===== config.mk =====
export PLATFORM = sky130hd
export DESIGN_NAME = hamming_decoder_pipe
export DESIGN_NICKNAME = d
export VERILOG_FILES = /design/src/rtl/hamming_decoder_pipe.sv
export SDC_FILE = /design/constraint.sdc
export NUM_CORES = 1
export LEC_CHECK = 0
export CAP_MARGIN = 20
export CELL_PAD_IN_SITES_DETAIL_PLACEMENT = 0
export CELL_PAD_IN_SITES_GLOBAL_PLACEMENT = 1
export CORE_UTILIZATION = 49
export CTS_BUF_LIST = sky130_fd_sc_hd__clkbuf_4
export DETAILED_ROUTE_END_ITERATION = 8
export DONT_BUFFER_PORTS = 1
export GPL_ROUTABILITY_DRIVEN = 0
export GPL_TIMING_DRIVEN = 0
export PLACE_DENSITY = 0.84
export SYNTH_ARGS = -nofsm -noshare
export SYNTH_HDL_FRONTEND = slang
export SYNTH_SLANG_ARGS = --single-unit

===== constraint.sdc =====
create_clock -name clk -period 2.7 [get_ports clk]
set_input_delay 0.54 -clock clk [delete_from_list [all_inputs] [get_ports clk]]
set_output_delay 0.54 -clock clk [all_outputs]
set_load 0.02 [all_outputs]

===== src/rtl/hamming_decoder_pipe.sv =====
// rtl/hamming_decoder_pipe.sv - two-stage (71,64) Hamming SEC decoder with valid/ready stream
// Define HAMMING_DEC_STATS_EN to add the saturating error statistics counters.
module hamming_decoder_pipe #(
`ifdef HAMMING_DEC_STATS_EN
  parameter int CNT_W  = 16,
`endif
  parameter int CW_W   = 71,
  parameter int DATA_W = 64,
  parameter int SYN_W  = 7
) (
  input  logic              clk,
  input  logic              rst,
  input  logic              in_valid,
  output logic              in_ready,
  input  logic [CW_W-1:0]   encoded_data,
  input  logic              correct_en,
  output logic              out_valid,
  input  logic              out_ready,
  output logic [DATA_W-1:0] data_out,
  output logic [SYN_W-1:0]  syndrome,
  output logic              err_corrected,
  output logic              err_uncorrectable
`ifdef HAMMING_DEC_STATS_EN
  ,
  input  logic              stats_clr,
  output logic [CNT_W-1:0]  corr_cnt,
  output logic [CNT_W-1:0]  uncorr_cnt
`endif
);

  // Codeword index of data bit d: the d-th index whose position (index+1) is not a power of two.
  function automatic int data_index(input int d);
    int n;
    int r;
    n = 0;
    r = 0;
    for (int i = 0; i < CW_W; i++) begin
      if ((((i + 1) & i)) != 0) begin
        if (n == d) r = i;
        n++;
      end
    end
    return r;
  endfunction

  logic [SYN_W-1:0]  in_syn;
  logic [DATA_W-1:0] in_data;
  logic              s1_valid;
  logic [DATA_W-1:0] s1_data;
  logic [SYN_W-1:0]  s1_syn;
  logic              s1_fix;
  logic [DATA_W-1:0] fix_data;
  logic              flag_corr;
  logic              flag_unc;
  logic              adv2;
  logic              accept;

  always_comb begin
    in_syn = '0;
    for (int i = 0; i < CW_W; i++) begin
      for (int k = 0; k < SYN_W; k++) begin
        if ((((i + 1) >> k) & 1) == 1) in_syn[k] = in_syn[k] ^ encoded_data[i];
      end
    end
  end

  // Parity bits are spent once the syndrome exists, so only data bits travel down the pipe.
  for (genvar d = 0; d < DATA_W; d++) begin : g_extract
    localparam int IDX = data_index(d);
    assign in_data[d]  = encoded_data[IDX];
    assign fix_data[d] = s1_data[d] ^ (s1_fix && (s1_syn == SYN_W'(IDX + 1)));
  end

  assign flag_corr = (s1_syn != '0) && (s1_syn <= SYN_W'(CW_W));
  assign flag_unc  = (s1_syn > SYN_W'(CW_W));

  assign adv2     = s1_valid & (~out_valid | out_ready);
  assign in_ready = ~s1_valid | adv2;
  assign accept   = in_valid & in_ready;

  always_ff @(posedge clk) begin
    if (rst) begin
      s1_valid <= 1'b0;
      s1_data  <= '0;
      s1_syn   <= '0;
      s1_fix   <= 1'b0;
    end else if (accept) begin
      s1_valid <= 1'b1;
      s1_data  <= in_data;
      s1_syn   <= in_syn;
      s1_fix   <= correct_en;
    end else if (adv2) begin
      s1_valid <= 1'b0;
    end
  end

  always_ff @(posedge clk) begin
    if (rst) begin
      out_valid         <= 1'b0;
      data_out          <= '0;
      syndrome          <= '0;
      err_corrected     <= 1'b0;
      err_uncorrectable <= 1'b0;
    end else if (adv2) begin
      out_valid         <= 1'b1;
      data_out          <= fix_data;
      syndrome          <= s1_syn;
      err_corrected     <= flag_corr;
      err_uncorrectable <= flag_unc;
    end else if (out_ready) begin
      out_valid <= 1'b0;
    end
  end

`ifdef HAMMING_DEC_STATS_EN
  logic out_xfer;
  assign out_xfer = out_valid & out_ready;

  always_ff @(posedge clk) begin
    if (rst || stats_clr) begin
      corr_cnt   <= '0;
      uncorr_cnt <= '0;
    end else if (out_xfer) begin
      if (err_corrected && (corr_cnt != '1)) corr_cnt <= corr_cnt + CNT_W'(1);
      if (err_uncorrectable && (uncorr_cnt != '1)) uncorr_cnt <= uncorr_cnt + CNT_W'(1);
    end
  end
`endif

endmodule


==> results of run 1 <==
-- state kept, by name, indices dropped and copies added, names as in the netlist --
name and flops:
s1_valid 1, syndrome 7, data_out 64, s1_fix 1, out_valid 1, err_corrected 1
err_uncorrectable 1, s1_syn 7, s1_data 64
-- what timing repair did --
item	CTS	global route
resized for setup	0	4
buffers inserted	0	0
endpoints found under the setup margin	0	14
-- cell type report --
type                       instances  share of cell area
multi-input combinational        644               0.534
sequential                       147               0.376
buffer                            63              0.0309
tap                              184              0.0294
clock buffer                      18              0.0173
clock inverter                    12              0.0120
inverter                           1            0.000480
-- layer usage --
metal | GRT usage | vias up
li1 | - | 2954
met5 | 0 | -
met4 | 0.0773 | 0
met3 | 0.0997 | 31
met2 | 0.458 | 252
met1 | 0.380 | 2920
-- power groups by stage --
stage          Combinational [mW]  Sequential [mW]  Clock [mW]
5_1_grt                      1.85             2.58        1.30
4_1_cts                      1.71             2.56        1.22
3_3_place_gp                 1.67             2.60           0
3_5_place_dp                 1.69             2.61           0
6_report                     1.74             2.56        1.21
2_1_floorplan                1.31             2.56           0
-- cells by family (layout without fill, tap and decap cells) --
logic type	after synthesis	in the layout	synth area share
buffers and inverters	64	94	0.0330
flip-flops	147	147	0.400
AO/OA/AOI/OAI	179	179	0.153
XOR/XNOR	134	134	0.221
AND/OR/NAND/NOR	331	331	0.194
-- cell usage in the layout (no fill, tap or decap), types with 3 or more instances in the layout --
cell / synthesis / final
nand4_1: 4 / 4
nor2_1: 84 / 84
and2_1: 7 / 7
nand2b_1: 3 / 3
a211oi_1: 39 / 39
clkinvlp_4: 0 / 3
buf_1: 7 / 7
nor2b_1: 4 / 4
xnor2_2: 3 / 3
a311oi_1: 30 / 30
nand4b_1: 4 / 4
nand2_1: 182 / 182
xor2_1: 38 / 38
clkbuf_4: 0 / 18
xnor2_1: 62 / 62
xnor3_1: 29 / 29
a21oi_1: 75 / 75
or3_1: 31 / 31
clkbuf_1: 54 / 52
dfxtp_1: 147 / 147
o21ai_0: 31 / 31
clkinv_1: 0 / 5
-- how the worst min path moves through the flow --
| stage | from | endpoint | slack [ps] | depth (start not counted) |
|---|---|---|---|---|
| after floorplan | s1_data[10] | s1_data[10] | 440 | 2 |
| after global placement | s1_data[62] | s1_data[62] | 450 | 2 |
| after detailed placement | s1_data[61] | s1_data[61] | 460 | 2 |
| after CTS | encoded_data[44] | s1_data[38] | 70 | 2 |
| after global routing | encoded_data[44] | s1_data[38] | 50 | 2 |
| final | encoded_data[29] | s1_data[24] | 100 | 2 |
==> flow_summary.ini, run 1 <==
[run_status]
status = complete, no violations

[synthesis]
synthCells = 855
synth_area_mm2 = 0.00736
synth_most_common_cell = nand2_1
async_reset_ff_frac = 0
syn_avg_cell_area_um2 = 8.61
synth_edf_count = 0
synth_area_leader_cell = dfxtp_1
yosys_warnings = 0
ys_seq_area_frac = 0.400
ys.flop_type = dfxtp_1
syn_nets = 931
synth_top_area_frac = 0.400
ys_ff_latch = 147
synthTopCellsByCount = nand2_1, dfxtp_1, nor2_1
yosys-top-cells-area = dfxtp_1, nand2_1, xnor3_1, xnor2_1, a21oi_1
ys_types = 34

[placed_design]
dp_hpwl_um = 17900
pre_cts_ws_ps = 113
dp.cells = 1039
placed_area_mm2 = 0.00759
io_buffers = 0

[setup_path]
r2r_setup_slack_ps = 220
cp.depth = 7
crit_path_frequent_cell = nand2_1
cp-startpoint = out_valid
r2r_end = s1_data[22]
crit_fanout = 10
cp_top_family = simple AND/OR/NAND/NOR gates
crit_chain = nor2b_1, nand2_1, nand2_1, clkbuf_1, buf_1, nand2_1, a21oi_1
critPathRequiredTime_ps = 3180
ff2ff_path_depth = 7
arrival_ps = 2970
r2r-start = out_valid
slowest_delay_ps = 450
critPathLaunchType = flip-flop
endpoint_kind = flip-flop
path_class = reg2reg
crit_buf_inv = 2
cp-endpoint = s1_data[22]
cp_slowest_cell = dfxtp_1

[timing]
tightestPinTransition_ps = 650
hold_ws_ps = 97.3
post-route-period-util = 0.920
finalCriticalPeriod_ps = 2480
finalSetupViolCount = 0
slew_headroom = 0.565
worst_slack_ps = 215
fin_setup_tns_ps = 0
hold_violations = 0
slew_viol_final = 0
fmax_mhz = 402
rsz0062_at_grt = false
clock-skew-final_ps = 18.1

[clock_tree]
cts_buffers = 17
clk_pin_slew_ps = 120
cts_tree = built
holdBufCountCts = 0
cts_num_sinks = 147
cts_root_buf = clkbuf_4
cts_buffer_depth = 2
insertion_delay_ps = 560
htree_levels = 4

[finish]
final-seq-area_mm2 = 0.00294
nets = 950
area_growth_pct = 6.27
multi_input_area_mm2 = 0.00418
antenna_cells = 0
drive_above_1_share = 0.0418
final_core_util = 0.536
stdcell_area_mm2 = 0.00783
fillers = 1361
final_cells = 1069

[global_routing]
grt_max_degree = 17
grtUsageTotal = 0.291
overflow = 0
first_global_vias = 5860
antenna_found_initial = 0
grt_pass1_wl_um = 34000

[pwr]
p_sw_mw = 1.92
power.density_mw_per_mm2 = 704
p_seq_frac = 0.464
p_comb_frac = 0.316
power.total_mw = 5.51
p_sw_frac = 0.348
internal_power_mw = 3.59
worst_ir_drop_vdd_v = 0.000461
clkPwrFrac = 0.220
total_leakage_power_nw = 2.81

[floorplan]
core_area_mm2 = 0.0146
die_height_um = 125
std_cell_rows = 44
die_x_um = 125
start_util = 0.505
die-area_mm2 = 0.0155
io_pins = 151

[drt]
drt_iter0_markers = 490
drtAntennaViolNets = 0
wl_met3_um = 2310
highest_layer = met4
wl_per_cell_um = 21.1
firstDrtPassIters = 6
drcViolationCount = 0
met2_length_um = 10300
wirelength_um = 22500
m1WireLength_um = 9510
vias = 6157
viasPerCell = 5.76

[worst_hold_path]
hp-class = in2reg

[job]
maxCapViolations = 0
No activity file was read; power rests on OpenSTA's default activity.
==> run 2, diff against run 1 <==
--- a/config.mk
+++ b/config.mk
@@ -15,6 +15,8 @@
 export GPL_ROUTABILITY_DRIVEN = 0
 export GPL_TIMING_DRIVEN = 0
 export PLACE_DENSITY = 0.84
+export RECOVER_POWER = 50
+export SLEW_MARGIN = 10
 export SYNTH_ARGS = -nofsm -noshare
 export SYNTH_HDL_FRONTEND = slang
 export SYNTH_SLANG_ARGS = --single-unit
==> run 2 against run 1 <==
Net effect:
- maximum frequency rose by 0.33%
- register-to-register slack barely moved
- critical path depth did not move
- global-route usage did not move
- first-iteration DRC count fell by 14%
- cell count did not move
- total power fell by 0.29%
- cell area barely moved
- worst hold slack got worse by 3.8 ps
- combinational power barely moved
- sequential power barely moved
- count of clock-buffer cells in the layout did not move
- critical path type unchanged
==> flow_summary.ini, run 2 (same netlist as run 1, synthesis figures left out) <==
[setup_path]
cp-startpoint = out_valid
ff2ff_path_depth = 7
cp-endpoint = s1_data[20]
r2r_setup_slack_ps = 220
r2r_end = s1_data[20]
critPathRequiredTime_ps = 3200
path_class = reg2reg
arrival_ps = 2980
crit_fanout = 10
r2r-start = out_valid
critPathLaunchType = flip-flop
endpoint_kind = flip-flop

[clock_tree]
cts_tree = built
postCtsSetupBuffers = 0
holdBufCountCts = 0
cts_root_buf = clkbuf_4
insertion_delay_ps = 560
htree_levels = 4
cts_num_sinks = 147
clk_pin_slew_ps = 120
cts_buffers = 17
cts_buffer_depth = 2
cts_resized = 0

[global_routing]
overflow = 0
use_met1 = 0.380
antenna_found_initial = 0
grtUsageMet3 = 0.0997
grt_max_degree = 17
busiest_layer = met2
first_global_vias = 5860
grtUsageMet2 = 0.458
grt_pass1_wl_um = 34000
grtUsageTotal = 0.291

[finish]
final_cell_mix = nand2_1, dfxtp_1, nor2_1, a21oi_1, xnor2_1
nets = 950
area_growth_pct = 6.19
final_common_cell = nand2_1
reg.largest.list = data_out x64, s1_data x64
antenna_cells = 0
drive_above_1_share = 0.0395

[timing]
tightestPinTransition_ps = 649
worst_slack_ps = 224
rsz0062_at_grt = false
fmax_mhz = 404
hold_violations = 0
clock-skew-final_ps = 16.1
finalCriticalPeriod_ps = 2480
slew_viol_final = 0
slew_headroom = 0.566
post-route-period-util = 0.917
fin_setup_tns_ps = 0
finalSetupViolCount = 0

[drt]
drtAntennaViolNets = 0
firstDrtPassIters = 5
vias = 6173
drt_iter0_markers = 422
wl_per_cell_um = 21.1
wirelength_um = 22500
drcViolationCount = 0
viasPerCell = 5.77

[placed_design]
pre_cts_ws_ps = 113
dp_hpwl_um = 17900
io_buffers = 0

[worst_hold_path]
hp-class = in2reg

[floorplan]
core_area_mm2 = 0.0146
io_pins = 151
die_height_um = 125
std_cell_rows = 44
start_util = 0.505
die_x_um = 125
die-area_mm2 = 0.0155

[pwr]
p_sw_frac = 0.347
p_seq_frac = 0.466
worst_ir_drop_vdd_v = 0.000469
power.density_mw_per_mm2 = 703
total_leakage_power_nw = 2.80
internal_power_mw = 3.59
p_sw_mw = 1.91
clkPwrFrac = 0.219
p_comb_frac = 0.315

[job]
maxCapViolations = 0

[run_status]
status = complete, no violations
[run 2: changes by cell type in the layout (fill, tap and decap cells not counted), sizes merged]
cell / change
clkbuf: +3
buf: -3
[run 2: metal layers]
layer,wire (um),vias up
met1,9630,2927
met3,2210,28
met5,0,-
met2,10400,262
li1,-,2956
met4,326,0
[run 2: per-stage QoR]
stage,power [mW],instances,cell area (um^2),hold slack (ps),util
detailed placement,4.30,1039,7590,457,0.520
finish,5.49,1069,7820,93.5,0.536
floorplan,3.87,855,7360,441,-
CTS,5.49,1069,7820,69.6,0.536
global route,5.72,1069,7820,54.5,0.536
global placement,4.27,1039,7590,449,0.520
[run 2: power groups by stage]
| stage | sequential, mW | combinational [mW] | clock [mW] |
|---|---|---|---|
| 4_1_cts | 2.56 | 1.71 | 1.22 |
| 6_report | 2.56 | 1.73 | 1.21 |
| 3_5_place_dp | 2.61 | 1.69 | 0 |
| 5_1_grt | 2.58 | 1.84 | 1.30 |
| 2_1_floorplan | 2.56 | 1.31 | 0 |
| 3_3_place_gp | 2.60 | 1.67 | 0 |
[run 2: worst min-delay path by stage]
stage / cells past startpoint / end / slack [ps] / start
finish: 2 / s1_data[38] / 90 / encoded_data[44]
global route: 2 / s1_data[38] / 50 / encoded_data[44]
CTS: 2 / s1_data[38] / 70 / encoded_data[44]
detailed placement: 2 / s1_data[61] / 460 / s1_data[61]
global placement: 2 / s1_data[62] / 450 / s1_data[62]
floorplan: 2 / s1_data[10] / 440 / s1_data[10]
[run 2: area by class of cell]
cell class	count	area, um^2
fill	1363	6770
multi-input combinational	644	4170
sequential	147	2940
buffer	63	240
tap	184	230
clock buffer	18	135
clock inverter	12	93.8
inverter	1	3.75
[run 2: critical path, stage by stage (launching register included)]
cell and delay (ps):
dfxtp_1 450, nor2b_1 340, nand2_1 270, nand2_1 260, clkbuf_1 410, buf_1 420, nand2_1 120, a21oi_1 150
